<file path="src/rtl/sram_scan_requester.sv">
// Raster-scan read requester: walks (x,y), issues throttled reads, tags returns with coordinates.
// Optional SCAN_STALL_STATS_EN adds stall_clear/stall_count (blocked-slot counter).
module sram_scan_requester #(
  parameter int unsigned COORD_W         = 11,
  parameter int unsigned PIXEL_W         = 16,
  parameter int unsigned H_TOTAL         = 1056,
  parameter int unsigned V_TOTAL         = 628,
  parameter int unsigned REQ_DIV         = 2,
  parameter int unsigned MAX_OUTSTANDING = 4
) (
  input  logic                           clk,
  input  logic                           reset,
  input  logic                           enable,
  output logic                           request_active,
  output logic [COORD_W-1:0]             request_x,
  output logic [COORD_W-1:0]             request_y,
  input  logic                           request_ready,
  input  logic [PIXEL_W-1:0]             request_data,
  input  logic                           out_fifo_prog_full,
  output logic                           out_fifo_write,
  output logic [2*COORD_W+PIXEL_W-1:0]   out_fifo_data,
  output logic                           frame_start,
  output logic                           tag_error
`ifdef SCAN_STALL_STATS_EN
  ,
  input  logic                           stall_clear,
  output logic [31:0]                    stall_count
`endif
);

  localparam int unsigned PTR_W = (MAX_OUTSTANDING > 1) ? $clog2(MAX_OUTSTANDING) : 1;
  localparam int unsigned CNT_W = $clog2(MAX_OUTSTANDING + 1);
  localparam int unsigned DIV_W = (REQ_DIV > 1) ? $clog2(REQ_DIV) : 1;

  localparam logic [COORD_W-1:0] X_LAST   = COORD_W'(H_TOTAL - 1);
  localparam logic [COORD_W-1:0] Y_LAST   = COORD_W'(V_TOTAL - 1);
  localparam logic [DIV_W-1:0]   DIV_LAST = DIV_W'(REQ_DIV - 1);
  localparam logic [PTR_W-1:0]   PTR_LAST = PTR_W'(MAX_OUTSTANDING - 1);
  localparam logic [CNT_W-1:0]   CNT_MAX  = CNT_W'(MAX_OUTSTANDING);

  logic [DIV_W-1:0]             r_div;
  logic [COORD_W-1:0]           r_x;
  logic [COORD_W-1:0]           r_y;
  logic [PTR_W-1:0]             r_wr_ptr;
  logic [PTR_W-1:0]             r_rd_ptr;
  logic [CNT_W-1:0]             r_outstanding;
  logic [COORD_W-1:0]           r_tag_x [MAX_OUTSTANDING];
  logic [COORD_W-1:0]           r_tag_y [MAX_OUTSTANDING];

  logic                         r_req_active;
  logic [COORD_W-1:0]           r_req_x;
  logic [COORD_W-1:0]           r_req_y;
  logic                         r_frame_start;
  logic                         r_wr;
  logic [2*COORD_W+PIXEL_W-1:0] r_wr_data;
  logic                         r_tag_error;

  logic w_due;
  logic w_take;
  logic w_blocked;
  logic w_div_adv;
  logic w_pop;

  // A blocked slot freezes div_cnt; an abandoned slot (enable low) lets it run on.
  always_comb begin
    w_due     = (r_div == '0);
    w_take    = w_due & enable & (r_outstanding < CNT_MAX) & ~out_fifo_prog_full;
    w_blocked = w_due & enable & ~w_take;
    w_div_adv = ~w_blocked;
    w_pop     = request_ready & (r_outstanding != '0);
  end

  always_ff @(posedge clk) begin
    if (reset) begin
      r_div <= '0;
      r_x   <= '0;
      r_y   <= '0;
    end else begin
      if (w_div_adv)
        r_div <= (r_div == DIV_LAST) ? '0 : r_div + DIV_W'(1);
      if (w_take) begin
        if (r_x == X_LAST) begin
          r_x <= '0;
          r_y <= (r_y == Y_LAST) ? '0 : r_y + COORD_W'(1);
        end else begin
          r_x <= r_x + COORD_W'(1);
        end
      end
    end
  end

  always_ff @(posedge clk) begin
    if (w_take) begin
      r_tag_x[r_wr_ptr] <= r_x;
      r_tag_y[r_wr_ptr] <= r_y;
    end
  end

  always_ff @(posedge clk) begin
    if (reset) begin
      r_wr_ptr      <= '0;
      r_rd_ptr      <= '0;
      r_outstanding <= '0;
    end else begin
      if (w_take)
        r_wr_ptr <= (r_wr_ptr == PTR_LAST) ? '0 : r_wr_ptr + PTR_W'(1);
      if (w_pop)
        r_rd_ptr <= (r_rd_ptr == PTR_LAST) ? '0 : r_rd_ptr + PTR_W'(1);
      case ({w_take, w_pop})
        2'b10:   r_outstanding <= r_outstanding + CNT_W'(1);
        2'b01:   r_outstanding <= r_outstanding - CNT_W'(1);
        default: r_outstanding <= r_outstanding;
      endcase
    end
  end

  always_ff @(posedge clk) begin
    if (reset) begin
      r_req_active  <= 1'b0;
      r_req_x       <= '0;
      r_req_y       <= '0;
      r_frame_start <= 1'b0;
      r_wr          <= 1'b0;
      r_wr_data     <= '0;
      r_tag_error   <= 1'b0;
    end else begin
      r_req_active  <= w_take;
      r_frame_start <= w_take & (r_x == '0) & (r_y == '0);
      if (w_take) begin
        r_req_x <= r_x;
        r_req_y <= r_y;
      end
      r_wr <= w_pop;
      if (w_pop)
        r_wr_data <= {r_tag_x[r_rd_ptr], r_tag_y[r_rd_ptr], request_data};
      if (request_ready && (r_outstanding == '0))
        r_tag_error <= 1'b1;
    end
  end

  assign request_active = r_req_active;
  assign request_x      = r_req_x;
  assign request_y      = r_req_y;
  assign frame_start    = r_frame_start;
  assign out_fifo_write = r_wr;
  assign out_fifo_data  = r_wr_data;
  assign tag_error      = r_tag_error;

`ifdef SCAN_STALL_STATS_EN
  logic [31:0] r_stall_count;

  always_ff @(posedge clk) begin
    if (reset || stall_clear)
      r_stall_count <= '0;
    else if (w_blocked && (r_stall_count != '1))
      r_stall_count <= r_stall_count + 32'd1;
  end

  assign stall_count = r_stall_count;
`endif

endmodule
</file>
<file path="config.mk">
export PLATFORM = sky130hd
export DESIGN_NAME = sram_scan_requester
export DESIGN_NICKNAME = d
export VERILOG_FILES = /design/src/rtl/sram_scan_requester.sv
export SDC_FILE = /design/constraint.sdc
export NUM_CORES = 1
export LEC_CHECK = 0
export CORE_UTILIZATION = 45
export DETAILED_ROUTE_END_ITERATION = 6
export PLACE_DENSITY = 0.67
export SYNTH_ARGS = -nofsm -noshare
export SYNTH_HDL_FRONTEND = slang
export SYNTH_SLANG_ARGS = --single-unit
</file>
<file path="constraint.sdc">
create_clock -name clk -period 6.1 [get_ports clk]
set_clock_uncertainty 0.2 [all_clocks]
set_input_delay 0.915 -clock clk [delete_from_list [all_inputs] [get_ports clk]]
set_output_delay 0.915 -clock clk [all_outputs]
set_load 0.005 [all_outputs]
</file>
==> impl_summary.txt, run 1 <==
----------------------------------------------------
[Outcome]
  Status ... finished, final reports clean

[Clock network]
  Number of buffers between clock root and the deepest sink ... 2
  Clock insertion delay at the later pin of the skew report ... 0.42 ns
  TritonCTS clock tree ... built
  Maximum level of the CTS H-tree ... 4
  Clock Sinks ... 182
  Hold-fix buffer count after cts ... 0
  Clock tree root buffer cell ... sky130_fd_sc_hd__clkbuf_16
  Post-CTS Setup Repair Bufs ... 0
  Clock-pin slew on the worst setup and hold paths ... 0.06 ns
  Resized cells post-CTS ... 0
  Clock buffer count from CTS ... 17

[Logic synthesis]
  Post-Synthesis Cells ... 579
  EDFF count, synth ... 88
  Sequential share of the synthesized area ... 65.2%
  Commonest register cell after synthesis ... sky130_fd_sc_hd__dfxtp_1
  Area contributors post-synth ... sky130_fd_sc_hd__edfxtp_1 38%, sky130_fd_sc_hd__dfxtp_1 27%, sky130_fd_sc_hd__nand2_1 7.3%
  Distinct cells, synth ... 46
  Post-synthesis async set-or-reset flop share ... 0%
  Mean cell area of the mapped netlist ... 12.0 sq um
  Combined area of all synthesized cells ... 6930 sq um
  Net count after synthesis ... 611
  Top cell type's share of synthesized area ... 38.1%
  Cell type with the largest total area after synthesis ... sky130_fd_sc_hd__edfxtp_1
  Yosys synthesis warning count ... 0
  Number of flip-flops and latches in the synthesized netlist ... 182

[Power and ir drop]
  Proportion of power drawn by combinational gates ... 16.9%
  Max rail drop VDD ... 0.192 mV
  Net switching fraction of the power ... 24.4%
  Sequential group share of total power ... 47.3%
  Internal power component ... 2.25 mW
  Sw power ... 0.727 mW
  Total power ... 2.98 mW
  Power density cells ... 349 nW/um^2
  Clock share of power ... 35.8%
  Leakage component of the power ... 2.90 nW

[STA]
  Count of endpoints failing hold in the final timing report ... 0
  Sum Neg Setup Slack ... 0 ns
  Final-report max-slew violation count ... 0
  Fin crit period ... 3.37 ns
  Peak Freq ... 296 MHz
  Final setup margin ... 2.73 ns
  Max-slew headroom ... 20.9%
  Actual transition at the worst max-transition pin ... 1.19 ns
  Setup repair after global routing missed its margin ... no
  Share of the cycle needed by the critical path after routing ... 55.3%
  Worst hold-check slack ... 0.253 ns
  Endpoints failing setup ... 0

[Final layout]
  Final non-filler cell area ... 8540 sq um
  Non-filler instance count after layout ... 859
  Nets ... 690
  Post-layout utilization of the core ... 56.4%
  Antenna diode count ... 0
  Fraction of layout cells with a size suffix above 1 ... 9.69%
  Area added between synthesis and finish ... 23.1%

[Worst setup path]
  Crit Reg-Reg Endpoint ... r_outstanding[2]
  Required time at the endpoint of the critical path ... 6.24 ns
  Depth of the worst register-to-register path ... 9
  R2r setup slk ... 3.23 ns
  Critical R2R Launch ... r_outstanding[2]
  Critical path destination ... r_outstanding[2]
  Critical path class ... primary input to flip-flop
  Endpoint class of the critical path ... flip-flop
  Source of the critical timing path ... enable
  Maximum fanout encountered on the critical timing path ... 37
  Data arrival time at the worst-slack endpoint ... 3.52 ns
  Type of element launching the critical path ... primary input

[Drt]
  Length of the first detailed-routing pass in iterations ... 4
  Total DRC errors in the routed layout ... 0
  Drt total wl ... 14200 microns
  Remaining antenna violation count after routing ... 0
  Number of violations reported at the end of detailed-routing iteration 0 ... 315
  Detailed-route wire length per cell ... 16.5 microns
  Vias per Instance ... 5.33
  Via count ... 4577

[Flow run]
  Reported max-cap violation count ... 0

[Global route]
  Maximum number of pins on one net before global-route repair ... 86
  Initial antenna violation count ... 0
  First-pass GRT wire length ... 23000 microns
  Vias in the first global route ... 4558
  Leftover overflow at the end of global routing ... 0
  Total Routing Usage GR ... 18.9%

[Floorplan]
  Die X-Extent ... 126 microns
  Initial cell density of the core ... 45.8%
  Full die area ... 15900 sq um
  Floorplan core area ... 15100 sq um
  Height of the die ... 126 microns
  Number of I/O pins ... 85
  FP Rows ... 45

[Placement]
  Placement-stage worst setup slack ... 2.31 ns
  Placed wire-length estimate ... 8770 microns
  Placed cell areas ... 7960 sq um
  Final weighted congestion of routability-driven global placement ... 0.822
  Placed insts ... 827
  Port Buffers ... 84

[Worst hold path]
  Class of the tightest hold or removal check ... flip-flop to flip-flop

----------------------------------------------------
-- routing by layer --
| layer | global-route usage, % | up-vias | routed length (microns) |
|---|---|---|---|
| li1 | - | 2223 | - |
| met1 | 24.7 | 2206 | 6370 |
| met2 | 30.5 | 128 | 6920 |
| met3 | 4.63 | 20 | 685 |
| met4 | 7.16 | 0 | 213 |
| met5 | 0 | - | 0 |
-- placed cells by master, fill, tap and decap left out, types with 6 or more instances in the layout --
master / netlist / layout
sky130_fd_sc_hd__clkdlybuf4s50_1: 0 / 83
sky130_fd_sc_hd__ha_1: 10 / 10
sky130_fd_sc_hd__edfxtp_1: 88 / 88
sky130_fd_sc_hd__clkinv_2: 0 / 7
sky130_fd_sc_hd__clkbuf_16: 0 / 17
sky130_fd_sc_hd__buf_4: 0 / 9
sky130_fd_sc_hd__nor3_1: 8 / 8
sky130_fd_sc_hd__a21oi_1: 71 / 71
sky130_fd_sc_hd__mux4_2: 22 / 22
sky130_fd_sc_hd__nor4_1: 6 / 6
sky130_fd_sc_hd__dfxtp_1: 94 / 94
sky130_fd_sc_hd__inv_1: 13 / 13
sky130_fd_sc_hd__xor2_1: 8 / 8
sky130_fd_sc_hd__nand3_1: 12 / 12
sky130_fd_sc_hd__nand2_1: 134 / 134
sky130_fd_sc_hd__nor2_1: 20 / 20
-- how the worst min path moves through the flow --
stage                            startpoint                 to  slack (ns)  cells after the start
final                     out_fifo_data[31]  out_fifo_data[31]        0.25                      2
after global routing       out_fifo_data[6]   out_fifo_data[6]        0.27                      2
after CTS                  out_fifo_data[4]   out_fifo_data[4]        0.26                      2
after detailed placement  out_fifo_data[37]  out_fifo_data[37]        0.25                      2
after global placement     out_fifo_data[6]   out_fifo_data[6]        0.24                      2
after floorplan            out_fifo_data[0]   out_fifo_data[0]        0.25                      2
-- power groups by stage --
stage	logic (mW)	registers (mW)	clock network (mW)
3_3_place_gp	0.501	1.43	0
2_1_floorplan	0.310	1.43	0
4_1_cts	0.515	1.41	1.09
6_report	0.503	1.41	1.07
3_5_place_dp	0.514	1.43	0
5_1_grt	0.564	1.42	1.14
-- cells by family after synthesis --
kind of cell / count (synthesis) / share of synthesized area (%)
DFF: 182 / 65.2
and+or+nand+nor: 213 / 14.0
buffers and inverters: 47 / 2.60
adders and majority gates: 11 / 2.09
AOI/OAI and AO/OA: 92 / 7.43
muxes: 22 / 7.15
xor gates and xnor gates: 12 / 1.52
-- sequential cells by signal (all words and copies together), names as in the netlist, 2 cells and up --
register / count
r_outstanding: 3
r_tag_y: 44
r_wr_ptr: 2
request_x: 11
r_tag_x: 44
out_fifo_data: 38
request_y: 11
r_y: 11
r_rd_ptr: 2
r_x: 11
-- synth_stat cells (3+ instances only) --
master	instances
sky130_fd_sc_hd__and2_1	5
sky130_fd_sc_hd__nand4_1	5
sky130_fd_sc_hd__nor2_1	20
sky130_fd_sc_hd__mux4_2	22
sky130_fd_sc_hd__xor2_1	8
sky130_fd_sc_hd__o21ai_0	4
sky130_fd_sc_hd__edfxtp_1	88
sky130_fd_sc_hd__a21oi_1	71
sky130_fd_sc_hd__inv_1	13
sky130_fd_sc_hd__nand2_1	134
sky130_fd_sc_hd__nor4_1	6
sky130_fd_sc_hd__or3_1	5
sky130_fd_sc_hd__buf_2	3
sky130_fd_sc_hd__nand2b_1	3
sky130_fd_sc_hd__xnor2_1	4
sky130_fd_sc_hd__buf_1	3
sky130_fd_sc_hd__nand3_1	12
sky130_fd_sc_hd__ha_1	10
sky130_fd_sc_hd__clkbuf_1	27
sky130_fd_sc_hd__or4_1	3
sky130_fd_sc_hd__nor3_1	8
sky130_fd_sc_hd__dfxtp_1	94
-- final cells by class --
type / count / area (sq um)
tap: 188 / 235
sequential: 182 / 4520
fill: 1216 / 6610
clock buffer: 19 / 443
inverter: 14 / 52.6
multi-input combinational: 350 / 2240
timing repair buffer: 93 / 903
clock inverter: 13 / 136
-- critical path: stages --
cell and delay [ns]:
sky130_fd_sc_hd__clkdlybuf4s50_1 0.43, sky130_fd_sc_hd__nor4b_4 0.14, sky130_fd_sc_hd__buf_4 0.25, sky130_fd_sc_hd__inv_2 0.43, sky130_fd_sc_hd__ha_1 0.28, sky130_fd_sc_hd__inv_1 0.07
sky130_fd_sc_hd__fa_1 0.38, sky130_fd_sc_hd__xor2_1 0.16, sky130_fd_sc_hd__or3_1 0.31, sky130_fd_sc_hd__a21oi_1 0.14
Power figures use the tool's default switching activity.
==> inputs of run 2 (changes only) <==
==> constraint.sdc (replaced) <==
create_clock -name clk -period 3.5 [get_ports clk]
set_clock_uncertainty 0.2 [all_clocks]
set_input_delay 0.525 -clock clk [delete_from_list [all_inputs] [get_ports clk]]
set_output_delay 0.525 -clock clk [all_outputs]
set_load 0.005 [all_outputs]
==> run 2 against run 1 <==
Against the previous run:
- critical path depth decreased by 5
- via count grew 0.72%
- worst hold slack about the same
- sequential power rose by 73%
- non-clock buffer count is 2 higher
- register-to-register slack worse by 2.3 ns
- final cell count rose by 0.23%
- critical path type is now flip-flop to flip-flop
- largest power group unchanged
- flip-flop and latch count is the same
- clock power grew 79%
==> impl_summary.txt, run 2 (synthesized netlist as in run 1, its figures left out) <==
----------------------------------------------------
[Final layout]
  Most frequent standard cell in the layout excluding fill and tap cells ... sky130_fd_sc_hd__nand2_1
  Antenna diode count ... 0 (unchanged)
  Fraction of layout cells with a size suffix above 1 ... 10.4% (+0.71 points)
  Leading cell types in the layout, fill and taps excluded ... 134 x sky130_fd_sc_hd__nand2_1, 94 x sky130_fd_sc_hd__dfxtp_1, 88 x sky130_fd_sc_hd__edfxtp_1
  Area added between synthesis and finish ... 23.9%
  Nets ... 692 (+0.29%)
  FF+latch area ... 4520 sq um (unchanged)
  Count of fill cells added during filler insertion ... 1243 (+2.2%)
  Area of the multi-input gates ... 2240 sq um (unchanged)

[STA]
  Peak Freq ... 394 MHz
  Setup repair after global routing missed its margin ... no
  Final-report max-slew violation count ... 0 (unchanged)
  Share of the cycle needed by the critical path after routing ... 72.5%
  Endpoints failing setup ... 0 (unchanged)
  Count of endpoints failing hold in the final timing report ... 0 (unchanged)
  Final setup margin ... 0.963 ns (-1.76 ns)
  Worst hold-check slack ... 0.253 ns (-0.0000350 ns)
  Sum Neg Setup Slack ... 0 ns (unchanged)
  Fin crit period ... 2.54 ns
  Actual transition at the worst max-transition pin ... 0.663 ns (-0.522 ns)
  Max-slew headroom ... 55.8% (+35 points)

[Clock network]
  Maximum level of the CTS H-tree ... 4 (unchanged)
  Resized cells post-CTS ... 0 (unchanged)
  Clock insertion delay at the later pin of the skew report ... 0.42 ns (about the same)
  Hold-fix buffer count after cts ... 0 (unchanged)
  Clock buffer count from CTS ... 17 (unchanged)
  Clock-pin slew on the worst setup and hold paths ... 0.06 ns (about the same)
  Number of buffers between clock root and the deepest sink ... 2 (unchanged)
  Clock Sinks ... 182 (unchanged)
  Post-CTS Setup Repair Bufs ... 0 (unchanged)
  TritonCTS clock tree ... built
  Clock tree root buffer cell ... sky130_fd_sc_hd__clkbuf_16

[Worst setup path]
  Type of element launching the critical path ... flip-flop
  Data arrival time at the worst-slack endpoint ... 2.64 ns (-0.88 ns)
  Endpoint class of the critical path ... flip-flop
  Critical R2R Launch ... r_x[0]
  Required time at the endpoint of the critical path ... 3.61 ns (-2.63 ns)
  Critical path class ... flip-flop to flip-flop
  Maximum fanout encountered on the critical timing path ... 14 (-62%)
  Source of the critical timing path ... r_x[0]

[Power and ir drop]
  Sw power ... 1.32 mW (+82%)
  Power density cells ... 611 nW/um^2 (+75%)
  Proportion of power drawn by combinational gates ... 17.1% (+0.2 points)
  Sequential group share of total power ... 46.5% (-0.8 points)
  Net switching fraction of the power ... 25.1% (+0.72 points)
  Clock share of power ... 36.4% (+0.6 points)
  Leakage component of the power ... 2.91 nW (+0.40%)
  Internal power component ... 3.93 mW (+75%)
  Max rail drop VDD ... 0.333 mV (+74%)

[Drt]
  Vias per Instance ... 5.35 (+0.49%)
  Length of the first detailed-routing pass in iterations ... 5 (+1)
  Remaining antenna violation count after routing ... 0 (unchanged)
  Via count ... 4610 (+0.72%)
  Total DRC errors in the routed layout ... 0 (unchanged)
  Drt total wl ... 14500 microns (+2.2%)
  Detailed-route wire length per cell ... 16.8 microns (+2.0%)
  Number of violations reported at the end of detailed-routing iteration 0 ... 304 (-3.5%)

[Floorplan]
  Floorplan core area ... 15100 sq um (unchanged)
  Number of I/O pins ... 85 (unchanged)
  Full die area ... 15900 sq um (unchanged)
  Initial cell density of the core ... 45.8% (unchanged)
  Die X-Extent ... 126 microns (unchanged)
  Height of the die ... 126 microns (unchanged)
  FP Rows ... 45 (unchanged)

[Global route]
  Leftover overflow at the end of global routing ... 0 (unchanged)
  Total Routing Usage GR ... 19.3% (+0.39 points)
  First-pass GRT wire length ... 23500 microns (+2.2%)
  Initial antenna violation count ... 0 (unchanged)
  Maximum number of pins on one net before global-route repair ... 55 (-36%)
  Vias in the first global route ... 4610 (+1.1%)

[Worst hold path]
  Start point of the worst hold path ... out_fifo_data[31]
  Class of the tightest hold or removal check ... flip-flop to flip-flop

[Placement]
  Final weighted congestion of routability-driven global placement ... 0.840 (+2.2%)
  Port Buffers ... 84 (unchanged)
  Placement-stage worst setup slack ... 0.559 ns (-1.75 ns)
  Placed wire-length estimate ... 9100 microns (+3.7%)

[Flow run]
  Reported max-cap violation count ... 0 (unchanged)

[Outcome]
  Status ... finished, final reports clean

----------------------------------------------------
-- run 2: cell count changes in the layout (fill, tap and decap cells not counted) --
cell                         previous run  this run
sky130_fd_sc_hd__clkbuf_16             17        18
sky130_fd_sc_hd__buf_12                 0         1
sky130_fd_sc_hd__clkinv_4               0         1
sky130_fd_sc_hd__buf_4                  9        10
sky130_fd_sc_hd__inv_6                  0         1
sky130_fd_sc_hd__bufinv_16              3         2
sky130_fd_sc_hd__clkbuf_8               1         2
sky130_fd_sc_hd__clkinvlp_4             0         3
sky130_fd_sc_hd__clkinv_2               7         4
sky130_fd_sc_hd__clkbuf_1               1         0
sky130_fd_sc_hd__clkinv_1               3         1
-- run 2: power groups by stage --
stage | sequential (mW) | clock [mW] | combinational, mW
6_report | 2.44 | 1.91 | 0.897
3_5_place_dp | 2.49 | 0 | 0.910
4_1_cts | 2.44 | 1.94 | 0.916
5_1_grt | 2.46 | 2.02 | 1.00
2_1_floorplan | 2.48 | 0 | 0.540
3_3_place_gp | 2.48 | 0 | 0.888
-- run 2: layer usage --
metal  vias to the layer above  part of all wire [%]  wire, microns  track usage [%]
li1                       2216                     -              -                -
met2                       122                    50           7240             31.5
met3                        13                   4.5            650             4.16
met1                      2259                    44           6450             25.1
met5                         -                     0              0                0
met4                         0                   1.2            168             7.80
-- run 2: worst max-delay path, stage by stage, from the launching register on --
cell and delay, ns:
sky130_fd_sc_hd__dfxtp_1 0.53, sky130_fd_sc_hd__ha_1 0.27, sky130_fd_sc_hd__nor4bb_1 0.30, sky130_fd_sc_hd__and4_1 0.54, sky130_fd_sc_hd__nor2_1 0.19, sky130_fd_sc_hd__a221o_1 0.40
-- run 2: cell type report --
| class | instances | area share (%) |
|---|---|---|
| Clock buffer | 20 | 5.57 |
| Clock inverter | 12 | 1.44 |
| Inverter | 14 | 0.612 |
| Multi-Input combinational cell | 350 | 26.1 |
| Sequential cell | 182 | 52.7 |
| Tap cell | 188 | 2.74 |
| Timing Repair Buffer | 95 | 10.8 |
-- run 2: worst paths after layout --
| kind | endpoint | slack (ns) | cells after the start |
|---|---|---|---|
| max | r_y[10] | 0.96 | 5 |
| min | out_fifo_data[31] | 0.25 | 2 |
| max reg2reg | r_y[10] | 0.96 | 5 |
| min reg2reg | out_fifo_data[31] | 0.25 | 2 |
-- run 2: metrics by stage --
stage,instances,utilization (%),power [mW],cell area (sq um)
floorplan,579,-,3.02,6930
global placement,829,52.7,3.37,7990
detailed placement,829,52.7,3.40,7990
CTS,861,56.7,5.30,8590
global route,861,56.7,5.48,8590
finish,861,56.7,5.25,8590
==> inputs of run 3 (changes only) <==
--- a/config.mk
+++ b/config.mk
@@ -7,7 +7,7 @@
 export LEC_CHECK = 0
 export CORE_UTILIZATION = 45
 export DETAILED_ROUTE_END_ITERATION = 6
-export PLACE_DENSITY = 0.67
+export PLACE_DENSITY = 0.69
 export SYNTH_ARGS = -nofsm -noshare
 export SYNTH_HDL_FRONTEND = slang
 export SYNTH_SLANG_ARGS = --single-unit
==> constraint.sdc (replaced) <==
create_clock -name clk -period 2.18 [get_ports clk]
set_clock_uncertainty 0.2 [all_clocks]
set_input_delay 0.327 -clock clk [delete_from_list [all_inputs] [get_ports clk]]
set_output_delay 0.327 -clock clk [all_outputs]
set_load 0.005 [all_outputs]
==> run 3 against run 2 <==
Against the previous run:
- clock power is 63% higher
- wire length is 1.4% higher
- utilization is 2.1 points higher
- first-iteration DRC count is 16% higher
- final area is 3.7% higher
- die area stayed put
- sequential share of layout area is 1.9 points lower
- worst setup slack worse by 0.89 ns
- critical path type unchanged
- non-clock buffer count is 31 higher
- flip-flop and latch count stayed put
==> impl_summary.txt, run 3 (synthesized netlist as in run 1, its figures left out) <==
----------------------------------------------------
[Outcome]
  Status ... finished, final reports clean

[Clock network]
  Clock buffer count from CTS ... 17 (unchanged)
  Maximum level of the CTS H-tree ... 4 (unchanged)
  Clock insertion delay at the later pin of the skew report ... 0.43 ns (about the same)
  Clock tree root buffer cell ... sky130_fd_sc_hd__clkbuf_16
  Post-CTS Setup Repair Bufs ... 0 (unchanged)
  Number of buffers between clock root and the deepest sink ... 2 (unchanged)
  TritonCTS clock tree ... built
  Clock-pin slew on the worst setup and hold paths ... 0.06 ns (about the same)
  Clock Sinks ... 182 (unchanged)
  Hold-fix buffer count after cts ... 0 (unchanged)

[Worst setup path]
  Type of element launching the critical path ... flip-flop
  Endpoint class of the critical path ... flip-flop
  Critical path class ... flip-flop to flip-flop
  R2r setup slk ... 0.08 ns (-0.89 ns)
  Required time at the endpoint of the critical path ... 2.34 ns (-1.27 ns)
  Data arrival time at the worst-slack endpoint ... 2.27 ns (-0.37 ns)
  Maximum fanout encountered on the critical timing path ... 6 (-8)

[STA]
  Fin crit period ... 2.10 ns (-0.434 ns)
  Peak Freq ... 475 MHz (+21%)
  Max-slew headroom ... 69.5% (+14 points)
  Share of the cycle needed by the critical path after routing ... 96.5% (+24 points)
  Worst hold-check slack ... 0.219 ns (-0.0336 ns)
  Final-report max-slew violation count ... 0 (unchanged)
  Setup repair after global routing missed its margin ... no
  Endpoints failing setup ... 0 (unchanged)
  Count of endpoints failing hold in the final timing report ... 0 (unchanged)
  Actual transition at the worst max-transition pin ... 0.457 ns (-0.206 ns)

[Placement]
  Placed wire-length estimate ... 9490 microns (+4.3%)
  Port Buffers ... 84 (unchanged)
  Placed cell areas ... 8290 sq um (+3.8%)
  Final weighted congestion of routability-driven global placement ... 0.887 (+5.6%)

[Final layout]
  Nets ... 723 (+4.5%)
  Fraction of layout cells with a size suffix above 1 ... 15.1% (+4.7 points)
  Leading cell types in the layout, fill and taps excluded ... 134 x sky130_fd_sc_hd__nand2_1, 93 x sky130_fd_sc_hd__dfxtp_1, 88 x sky130_fd_sc_hd__edfxtp_1
  Antenna diode count ... 0 (unchanged)
  Most frequent standard cell in the layout excluding fill and tap cells ... sky130_fd_sc_hd__nand2_1
  Final non-filler cell area ... 8910 sq um (+3.7%)
  Area added between synthesis and finish ... 28.5%
  Count of fill cells added during filler insertion ... 1191 (-4.2%)

[Drt]
  Length of the first detailed-routing pass in iterations ... 4 (-1)
  Met3 wirelength from detailed routing ... 792 microns (+22%)
  Drt total wl ... 14700 microns (+1.4%)
  Vias per Instance ... 5.30 (-1.0%)
  Number of violations reported at the end of detailed-routing iteration 0 ... 352 (+16%)
  Via count ... 4727 (+2.5%)
  Remaining antenna violation count after routing ... 0 (unchanged)
  Detailed-route wire length per cell ... 16.5 microns (-2.1%)
  Routed length on met2 ... 7470 microns (+3.2%)
  Sum of routed wire segments on met1 ... 6340 microns (-1.6%)
  Total DRC errors in the routed layout ... 0 (unchanged)
  Highest metal layer with signal wires ... met4

[Global route]
  Leftover overflow at the end of global routing ... 0 (unchanged)
  First-pass GRT wire length ... 24100 microns (+2.2%)
  Total Routing Usage GR ... 19.7% (+0.41 points)
  Initial antenna violation count ... 0 (unchanged)
  Vias in the first global route ... 4847 (+5.1%)
  Maximum number of pins on one net before global-route repair ... 85 (+55%)

[Power and ir drop]
  Internal power component ... 6.45 mW (+64%)
  Sequential group share of total power ... 45.8% (-0.7 points)
  Sw power ... 2.10 mW (+59%)
  Net switching fraction of the power ... 24.5% (-0.59 points)
  Max rail drop VDD ... 0.437 mV (+31%)
  Power density cells ... 960 nW/um^2 (+57%)
  Leakage component of the power ... 3.10 nW (+6.3%)
  Clock share of power ... 36.4% (about the same)
  Proportion of power drawn by combinational gates ... 17.8% (+0.7 points)

[Floorplan]
  Initial cell density of the core ... 45.8% (unchanged)
  Number of I/O pins ... 85 (unchanged)
  Height of the die ... 126 microns (unchanged)
  Floorplan core area ... 15100 sq um (unchanged)
  Full die area ... 15900 sq um (unchanged)
  Die X-Extent ... 126 microns (unchanged)
  FP Rows ... 45 (unchanged)

[Flow run]
  Reported max-cap violation count ... 0 (unchanged)

[Worst hold path]
  Class of the tightest hold or removal check ... primary input to flip-flop

----------------------------------------------------
==> run 3: changes by cell type in the layout (fill, tap and decap cells not counted), sizes merged <==
cell      previous run  this run
buf                 12        43
clkbuf              20        23
clkinvlp             3         1
bufinv               2         3
clkinv               6         5
inv                 15        14
==> run 3: critical path: stages, from the launching register on <==
cell and delay (ns):
sky130_fd_sc_hd__dfxtp_1 0.34, sky130_fd_sc_hd__ha_1 0.23, sky130_fd_sc_hd__nor4bb_1 0.34, sky130_fd_sc_hd__nand3_1 0.30, sky130_fd_sc_hd__nor3_1 0.42, sky130_fd_sc_hd__a22o_1 0.21
==> run 3: cell type report <==
class	instances	area [sq um]	share of cell area (%)
timing repair buffer	126	1230	13.8
sequential	182	4530	50.8
inverter	14	52.6	0.590
clock buffer	23	478	5.36
clock inverter	9	125	1.40
tap	188	235	2.64
multi-input combinational	350	2270	25.4
==> run 3: power by group through the flow <==
stage	Sequential (mW)	Clock, mW	Combinational (mW)
3_5_place_dp	3.99	0	1.54
3_3_place_gp	3.98	0	1.51
6_report	3.91	3.12	1.52
5_1_grt	3.94	3.34	1.69
4_1_cts	3.92	3.18	1.55
2_1_floorplan	3.99	0	0.879
==> run 3: worst paths after layout <==
| kind | start | endpoint | depth (start not counted) |
|---|---|---|---|
| worst max-delay path | r_x[0] | r_y[4] | 5 |
| worst min-delay path | reset | request_y[5] | 3 |
| worst max register to register | r_x[0] | r_y[4] | 5 |
| worst min register to register | out_fifo_data[18] | out_fifo_data[18] | 2 |
==> run 3: metal layers <==
metal	track usage, %	vias up
li1	-	2294
met1	24.2	2309
met2	33.6	117
met3	5.95	7
met4	5.74	0
met5	0	-
==> run 3: what timing repair did <==
item                       in CTS  in global routing
gates cloned                    0                  0
gates resized for setup         1                  2
pin swaps                       0                  0
setup endpoints to repair       2                  4
==> run 3: stage by stage <==
| step | instances | TNS (ns) | power [mW] | setup WS [ns] | utilization [%] |
|---|---|---|---|---|---|
| 2_1_floorplan | 579 | -0.0397 | 4.87 | -0.0397 | - |
| 6_report | 892 | 0 | 8.55 | 0.0765 | 58.8 |
| 3_3_place_gp | 860 | -8.52 | 5.49 | -0.275 | 54.7 |
| 3_5_place_dp | 860 | -11.96 | 5.53 | -0.341 | 54.7 |
| 4_1_cts | 892 | 0 | 8.65 | 0.0297 | 58.7 |
| 5_1_grt | 892 | 0 | 8.97 | 0.000143 | 58.8 |
